`src/rtl/systolic_mm.sv`:
```
// Output-stationary rows_p x cols_p systolic matrix multiplier: streams K A-columns/B-rows,
// accumulates C = A*B in place, then drains results row-major over a valid/ready port.
module systolic_pe #(
  parameter int width_p     = 8,
  parameter int acc_width_p = 32
) (
  input  logic                   clk_i,
  input  logic                   reset_n_i,
  input  logic                   clr_i,
  input  logic                   signed_i,
  input  logic [width_p:0]       a_i,      // {valid, operand}
  input  logic [width_p:0]       b_i,
  output logic [acc_width_p-1:0] acc_o
);
  logic        [2*width_p-1:0]   prod_u;
  logic signed [2*width_p-1:0]   prod_s;
  logic        [acc_width_p-1:0] prod_x;

  assign prod_u = {{width_p{1'b0}}, a_i[width_p-1:0]} * {{width_p{1'b0}}, b_i[width_p-1:0]};
  assign prod_s = $signed({{width_p{a_i[width_p-1]}}, a_i[width_p-1:0]}) *
                  $signed({{width_p{b_i[width_p-1]}}, b_i[width_p-1:0]});
  assign prod_x = signed_i ? acc_width_p'(prod_s) : acc_width_p'(prod_u);

  always_ff @(posedge clk_i or negedge reset_n_i)
    if (!reset_n_i)                acc_o <= '0;
    else if (clr_i)                acc_o <= '0;
    else if (a_i[width_p] && b_i[width_p]) acc_o <= acc_o + prod_x;
endmodule

module systolic_mm #(
  parameter int width_p     = 8,
  parameter int acc_width_p = 32,   // must be >= 2*width_p
  parameter int rows_p      = 2,
  parameter int cols_p      = 2,
  parameter int k_max_p     = 16
) (
  input  logic                          clk_i,
  input  logic                          reset_n_i,
  input  logic                          start_i,
  input  logic [$clog2(k_max_p+1)-1:0]  k_i,
  input  logic                          signed_i,
  output logic                          busy_o,
  input  logic [rows_p*width_p-1:0]     a_i,
  input  logic [cols_p*width_p-1:0]     b_i,
  input  logic                          ab_valid_i,
  output logic                          ab_ready_o,
  output logic [acc_width_p-1:0]        z_o,
  output logic [(rows_p>1 ? $clog2(rows_p) : 1)-1:0] z_row_o,
  output logic [(cols_p>1 ? $clog2(cols_p) : 1)-1:0] z_col_o,
  output logic                          z_valid_o,
  input  logic                          z_ready_i,
  output logic                          done_o
);
  localparam int KW = $clog2(k_max_p+1);
  localparam int RW = rows_p > 1 ? $clog2(rows_p) : 1;
  localparam int CW = cols_p > 1 ? $clog2(cols_p) : 1;
  localparam int FW = $clog2(rows_p+cols_p);
  localparam logic [KW-1:0] K_MAX = KW'(k_max_p);

  localparam logic [1:0] S_IDLE  = 2'd0;
  localparam logic [1:0] S_FEED  = 2'd1;
  localparam logic [1:0] S_FLUSH = 2'd2;
  localparam logic [1:0] S_DRAIN = 2'd3;

  logic [1:0]    state;
  logic [KW-1:0] k_q, beat_q;
  logic          signed_q, done_q;
  logic [FW-1:0] flush_q;
  logic [RW-1:0] row_q;
  logic [CW-1:0] col_q;

  logic start_ok, accept, last_beat, last_z;
  logic [rows_p-1:0][cols_p-1:0][width_p:0]       a_tap, b_tap;
  logic [rows_p-1:0][cols_p-1:0][acc_width_p-1:0] acc;

  assign start_ok  = (state == S_IDLE) && start_i && (k_i != '0) && (k_i <= K_MAX);
  assign accept    = (state == S_FEED) && ab_valid_i;
  assign last_beat = (beat_q + KW'(1)) == k_q;
  assign last_z    = (row_q == RW'(rows_p-1)) && (col_q == CW'(cols_p-1));

  always_ff @(posedge clk_i or negedge reset_n_i) begin
    if (!reset_n_i) begin
      state    <= S_IDLE;
      k_q      <= '0;
      beat_q   <= '0;
      signed_q <= 1'b0;
      flush_q  <= '0;
      row_q    <= '0;
      col_q    <= '0;
      done_q   <= 1'b0;
    end else begin
      done_q <= (state == S_DRAIN) && z_ready_i && last_z;
      case (state)
        S_IDLE: if (start_ok) begin
          k_q      <= k_i;
          signed_q <= signed_i;
          beat_q   <= '0;
          state    <= S_FEED;
        end
        S_FEED: if (accept) begin
          beat_q <= beat_q + KW'(1);
          if (last_beat) begin
            flush_q <= '0;
            state   <= S_FLUSH;
          end
        end
        // Wait for the last beat to ripple through to the far-corner PE.
        S_FLUSH: if (flush_q == FW'(rows_p+cols_p-2)) begin
          row_q <= '0;
          col_q <= '0;
          state <= S_DRAIN;
        end else begin
          flush_q <= flush_q + FW'(1);
        end
        S_DRAIN: if (z_ready_i) begin
          if (last_z) state <= S_IDLE;
          else if (col_q == CW'(cols_p-1)) begin
            col_q <= '0;
            row_q <= row_q + RW'(1);
          end else begin
            col_q <= col_q + CW'(1);
          end
        end
        default: state <= S_IDLE;
      endcase
    end
  end

  // PE(r,c) sees row r's operand after r+c+1 registers: r skew stages plus c hops.
  for (genvar r = 0; r < rows_p; r++) begin : g_arow
    localparam int LEN = r + cols_p;
    logic [LEN-1:0][width_p:0] vld_pipe;
    always_ff @(posedge clk_i or negedge reset_n_i)
      if (!reset_n_i) vld_pipe <= '0;
      else begin
        vld_pipe[0] <= {accept, a_i[width_p*r +: width_p]};
        for (int j = 1; j < LEN; j++) vld_pipe[j] <= vld_pipe[j-1];
      end
    for (genvar c = 0; c < cols_p; c++) begin : g_tap
      assign a_tap[r][c] = vld_pipe[r+c];
    end
  end

  for (genvar c = 0; c < cols_p; c++) begin : g_bcol
    localparam int LEN = c + rows_p;
    logic [LEN-1:0][width_p:0] vld_pipe;
    always_ff @(posedge clk_i or negedge reset_n_i)
      if (!reset_n_i) vld_pipe <= '0;
      else begin
        vld_pipe[0] <= {accept, b_i[width_p*c +: width_p]};
        for (int j = 1; j < LEN; j++) vld_pipe[j] <= vld_pipe[j-1];
      end
    for (genvar r = 0; r < rows_p; r++) begin : g_tap
      assign b_tap[r][c] = vld_pipe[r+c];
    end
  end

  for (genvar r = 0; r < rows_p; r++) begin : g_pr
    for (genvar c = 0; c < cols_p; c++) begin : g_pc
      systolic_pe #(.width_p(width_p), .acc_width_p(acc_width_p)) u_pe (
        .clk_i     (clk_i),
        .reset_n_i (reset_n_i),
        .clr_i     (start_ok),
        .signed_i  (signed_q),
        .a_i       (a_tap[r][c]),
        .b_i       (b_tap[r][c]),
        .acc_o     (acc[r][c])
      );
    end
  end

  assign busy_o     = state != S_IDLE;
  assign ab_ready_o = state == S_FEED;
  assign z_valid_o  = state == S_DRAIN;
  assign z_o        = z_valid_o ? acc[row_q][col_q] : '0;
  assign z_row_o    = z_valid_o ? row_q : '0;
  assign z_col_o    = z_valid_o ? col_q : '0;
  assign done_o     = done_q;
endmodule

```
`config.mk`:
```
export PLATFORM = sky130hd
export DESIGN_NAME = systolic_mm
export DESIGN_NICKNAME = d
export VERILOG_FILES = /design/src/rtl/systolic_mm.sv
export SDC_FILE = /design/constraint.sdc
export NUM_CORES = 2
export LEC_CHECK = 0
export BUFFER_PORTS_ARGS = -buffer_cell sky130_fd_sc_hd__buf_4
export CAP_MARGIN = 20
export CORE_ASPECT_RATIO = 1.1
export CORE_UTILIZATION = 40
export DETAILED_ROUTE_END_ITERATION = 10
export SYNTH_ARGS = -nofsm -noshare
export SYNTH_HDL_FRONTEND = slang
export SYNTH_SLANG_ARGS = --single-unit
```
`constraint.sdc`:
```
create_clock -name clk_i -period 6.9 [get_ports clk_i]
set_input_delay 1.035 -clock clk_i [delete_from_list [all_inputs] [get_ports clk_i]]
set_output_delay 1.035 -clock clk_i [all_outputs]
set_load 0.05 [all_outputs]
```
==> summary.txt <==
status -> finished clean
WP depth -> 27
Post-Synthesis Cell Area -> 0.03229 sq mm
CP endpoint kind -> flip-flop
nets -> 4565
synthesized instance count -> 3602
cells on worst reg2reg path -> 27
synthesized net count -> 4352
Worst R2R End -> g_pr[1].g_pc[0].u_pe.acc_o[31]$_DFFE_PN0P_
H-tree level count -> 1
antenna violations before repair -> 5
die area -> 0.08187 sq mm
RSZ-0062 raised after global routing -> yes
Required @ worst endpoint -> 7.40 ns
filler cell count -> 7721
Worst setup SP type -> flip-flop
top cells by count, synth -> inv_1, ha_1, fa_1
P_leak -> 18.61 nW
Distinct cells, synth -> 86
Peak VDD IR -> 0.2941 mV
Yosys warnings -> 0
CP Buf/Inv Count -> 7
max_cap viols -> 0
Finish-stage setup viols -> 0
critical path arrival -> 7.16 ns
Worst Tran Pin Value -> 1.069 ns
setup_tns -> 0 ns
core region area -> 0.07946 sq mm
post-route ant nets -> 0
EDFF count, synth -> 0
Clock Pin Slew Worst Setup and Hold Paths -> 0.07 ns
Crit. Startpoint -> a_tap[24]$_DFF_PN0_
num rows -> 108
power per cell area -> 539.6 mW/mm^2
CP delay by family, top -> adder cells
main flop type after synthesis -> dfrtp_1
final clock skew -> 0.02472 ns
GRT Total Usage -> 20.73%
Layout area overhead -> 15.45%
Hold Vio Cnt, Final -> 0
Seq cells post-synth -> 229
share of cells above drive strength 1 -> 15.32%
Starting DRT DRC Count -> 1425
post-DP HPWL -> 68170 microns
Vias/cell -> 5.208
final critical-path share of the clock period -> 96.51%
Tmin final -> 6.659 ns
GP Congestion -> 0.8803
global-route wire length before repair -> 135300 microns
M1 WL -> 37600 microns
CP max FO -> 7
peak per-stage delay on the critical path -> 0.54 ns
largest cells by area after synthesis -> fa_1, dfrtp_1, ha_1
hold crit path type -> flip-flop to flip-flop
Pre-Repair DR Iteration Count -> 5
cts hold-fix bufs -> 0
clk sinks -> 229
Avg Cell Area, Syn -> 8.965 sq um
CP endpoint -> g_pr[1].g_pc[0].u_pe.acc_o[31]$_DFFE_PN0P_
r2r startpoint -> a_tap[24]$_DFF_PN0_
starting density of the core -> 40.64%
ant diodes -> 0
Synth top area share -> 21.33%
Worst-Skew Late Latency -> 0.61 ns
vias -> 25430
WL/cell -> 17.37 microns
final wirelength -> 84820 microns
met2 WL -> 42890 microns
vias in the first global route -> 25410
# IOs -> 81
CTS tree -> built
DIE HEIGHT -> 300 microns
# port buffers -> 80
Yosys top cell by area -> fa_1
Async SR Flop Fraction -> 100.0%
Fmax achieved -> 150.2 MHz
most frequent cell after synthesis -> inv_1
largest net degree at the start of global routing -> 118
root buffer cell -> clkbuf_16
final slew viol count -> 0
r2r setup slk -> 0.24 ns
Slowest cell on crit path -> fa_1
headroom to the max-slew limit -> 28.73%
clk buf depth -> 3
crit path kind -> flip-flop to flip-flop
drt drc -> 0
die width -> 272.9 microns
grt ovf -> 0
met3 WL post-DR -> 2702 microns
final hold slack -> 0.3455 ns
sequential area share after synthesis -> 17.75%
Num CTS Buffers -> 30
uppermost layer routed -> met4
-- kinds of logic after synthesis --
| group | Yosys count | synth area share (%) |
|---|---|---|
| AOI/OAI and AO/OA | 660 | 13.33 |
| xor gates and xnor gates | 209 | 5.669 |
| adders and majority gates | 707 | 35.39 |
| buffers and inverters | 784 | 9.140 |
| DFF | 229 | 17.75 |
| muxes | 121 | 5.045 |
| and+or+nand+nor | 892 | 13.68 |
-- state kept, by name, summed over array words and instances (netlist names), 2 cells and up --
| register | cells |
|---|---|
| g_arow.vld_pipe | 8 |
| state | 2 |
| flush_q | 2 |
| a_tap | 35 |
| beat_q | 5 |
| g_bcol.vld_pipe | 8 |
| g_pr.g_pc.u_pe.acc_o | 128 |
| k_q | 5 |
| b_tap | 32 |
-- layout by cell type, fill, tap and decap left out, types with 31 or more instances in the layout --
| cell | n |
|---|---|
| ha_1 | 338 |
| mux4_2 | 32 |
| xnor2_1 | 144 |
| a21oi_2 | 33 |
| fa_1 | 342 |
| nor3_1 | 42 |
| a211oi_1 | 36 |
| mux2i_1 | 74 |
| and2_1 | 178 |
| dfrtp_1 | 185 |
| o21bai_1 | 40 |
| nor2_1 | 184 |
| dfrtp_2 | 43 |
| inv_1 | 688 |
| nand2_1 | 245 |
| a21o_1 | 74 |
| o21ai_0 | 92 |
| o21ai_1 | 43 |
| a21oi_1 | 171 |
| clkbuf_16 | 31 |
| buf_4 | 258 |
| xor2_1 | 64 |
| nand3_1 | 57 |
| nand2b_1 | 38 |
-- repair_timing --
item / 4_1_cts / 5_1_grt
buffers inserted: 4 / 43
gates resized for setup: 15 / 188
gates cloned: 0 / 2
setup endpoints to repair: 13 / 57
pin swaps: 3 / 81
-- area by class of cell --
class                      count  area [sq um]  share of cell area [%]
clock buffer                  37         807.0                   2.165
clock inverter                18         269.0                  0.7215
inverter                     697          2624                   7.038
multi-input combinational   2589         24370                   65.37
sequential                   229          5788                   15.53
tap                         1045          1308                   3.507
timing repair buffer         267          2107                   5.652
timing repair inverter         1         7.507                 0.02014
-- where the power goes --
part / internal, mW / switching (mW) / leakage (nW)
clock: 1.03 / 0.700 / 0.524
sequential: 1.73 / 0.492 / 2.81
combinational: 7.09 / 9.08 / 15.3
-- worst min path at each step --
stage / from / to / slack (ns) / cells past startpoint
after floorplan: g_arow[1].vld_pipe[0]$_DFF_PN0_ / a_tap[18]$_DFF_PN0_ / 0.33 / 0
after global placement: g_arow[1].vld_pipe[1]$_DFF_PN0_ / a_tap[19]$_DFF_PN0_ / 0.33 / 0
after detailed placement: g_arow[1].vld_pipe[4]$_DFF_PN0_ / a_tap[22]$_DFF_PN0_ / 0.33 / 0
after CTS: g_bcol[1].vld_pipe[4]$_DFF_PN0_ / b_tap[13]$_DFF_PN0_ / 0.35 / 0
after global routing: g_bcol[1].vld_pipe[4]$_DFF_PN0_ / b_tap[13]$_DFF_PN0_ / 0.36 / 0
final: g_bcol[1].vld_pipe[4]$_DFF_PN0_ / b_tap[13]$_DFF_PN0_ / 0.35 / 0
-- stage by stage --
stage               util [%]  setup slack [ns]  area (sq um)  std cells  power, mW
floorplan                  -            0.3621         32290       3602      13.22
finish                 46.92            0.2408         37280       4883      20.12
CTS                    45.47          0.002469         36130       4838      19.10
detailed placement     44.03           -0.1690         34980       4779      17.18
global placement       44.00           -0.1456         34960       4778      17.08
global route           46.92          -0.08281         37280       4883      22.02
-- worst reg2reg max path: stages (launching register included) --
cell and delay [ns]:
dfrtp_2 0.47, and2_1 0.21, fa_1 0.53, inv_1 0.07, fa_1 0.54, inv_1 0.05, fa_1 0.48, inv_1 0.05
fa_1 0.47, inv_1 0.07, ha_4 0.24, a21o_1 0.17, a31o_4 0.23, a211oi_4 0.27, nor3_2 0.07, o21ai_1 0.17
buf_4 0.19, clkinvlp_4 0.26, ha_4 0.37, nand2_1 0.09, nor3_2 0.22, buf_4 0.17, a31oi_2 0.13, a311oi_2 0.42
o41ai_2 0.13, xor2_1 0.22, a21oi_1 0.09, a31o_1 0.19
-- per-layer routing --
metal | up-vias | track usage, %
met5 | - | 0
met4 | 0 | 4.601
met3 | 85 | 1.406
met2 | 389 | 36.11
met1 | 12680 | 28.08
li1 | 12280 | -
(Power assumes the default switching activity.)
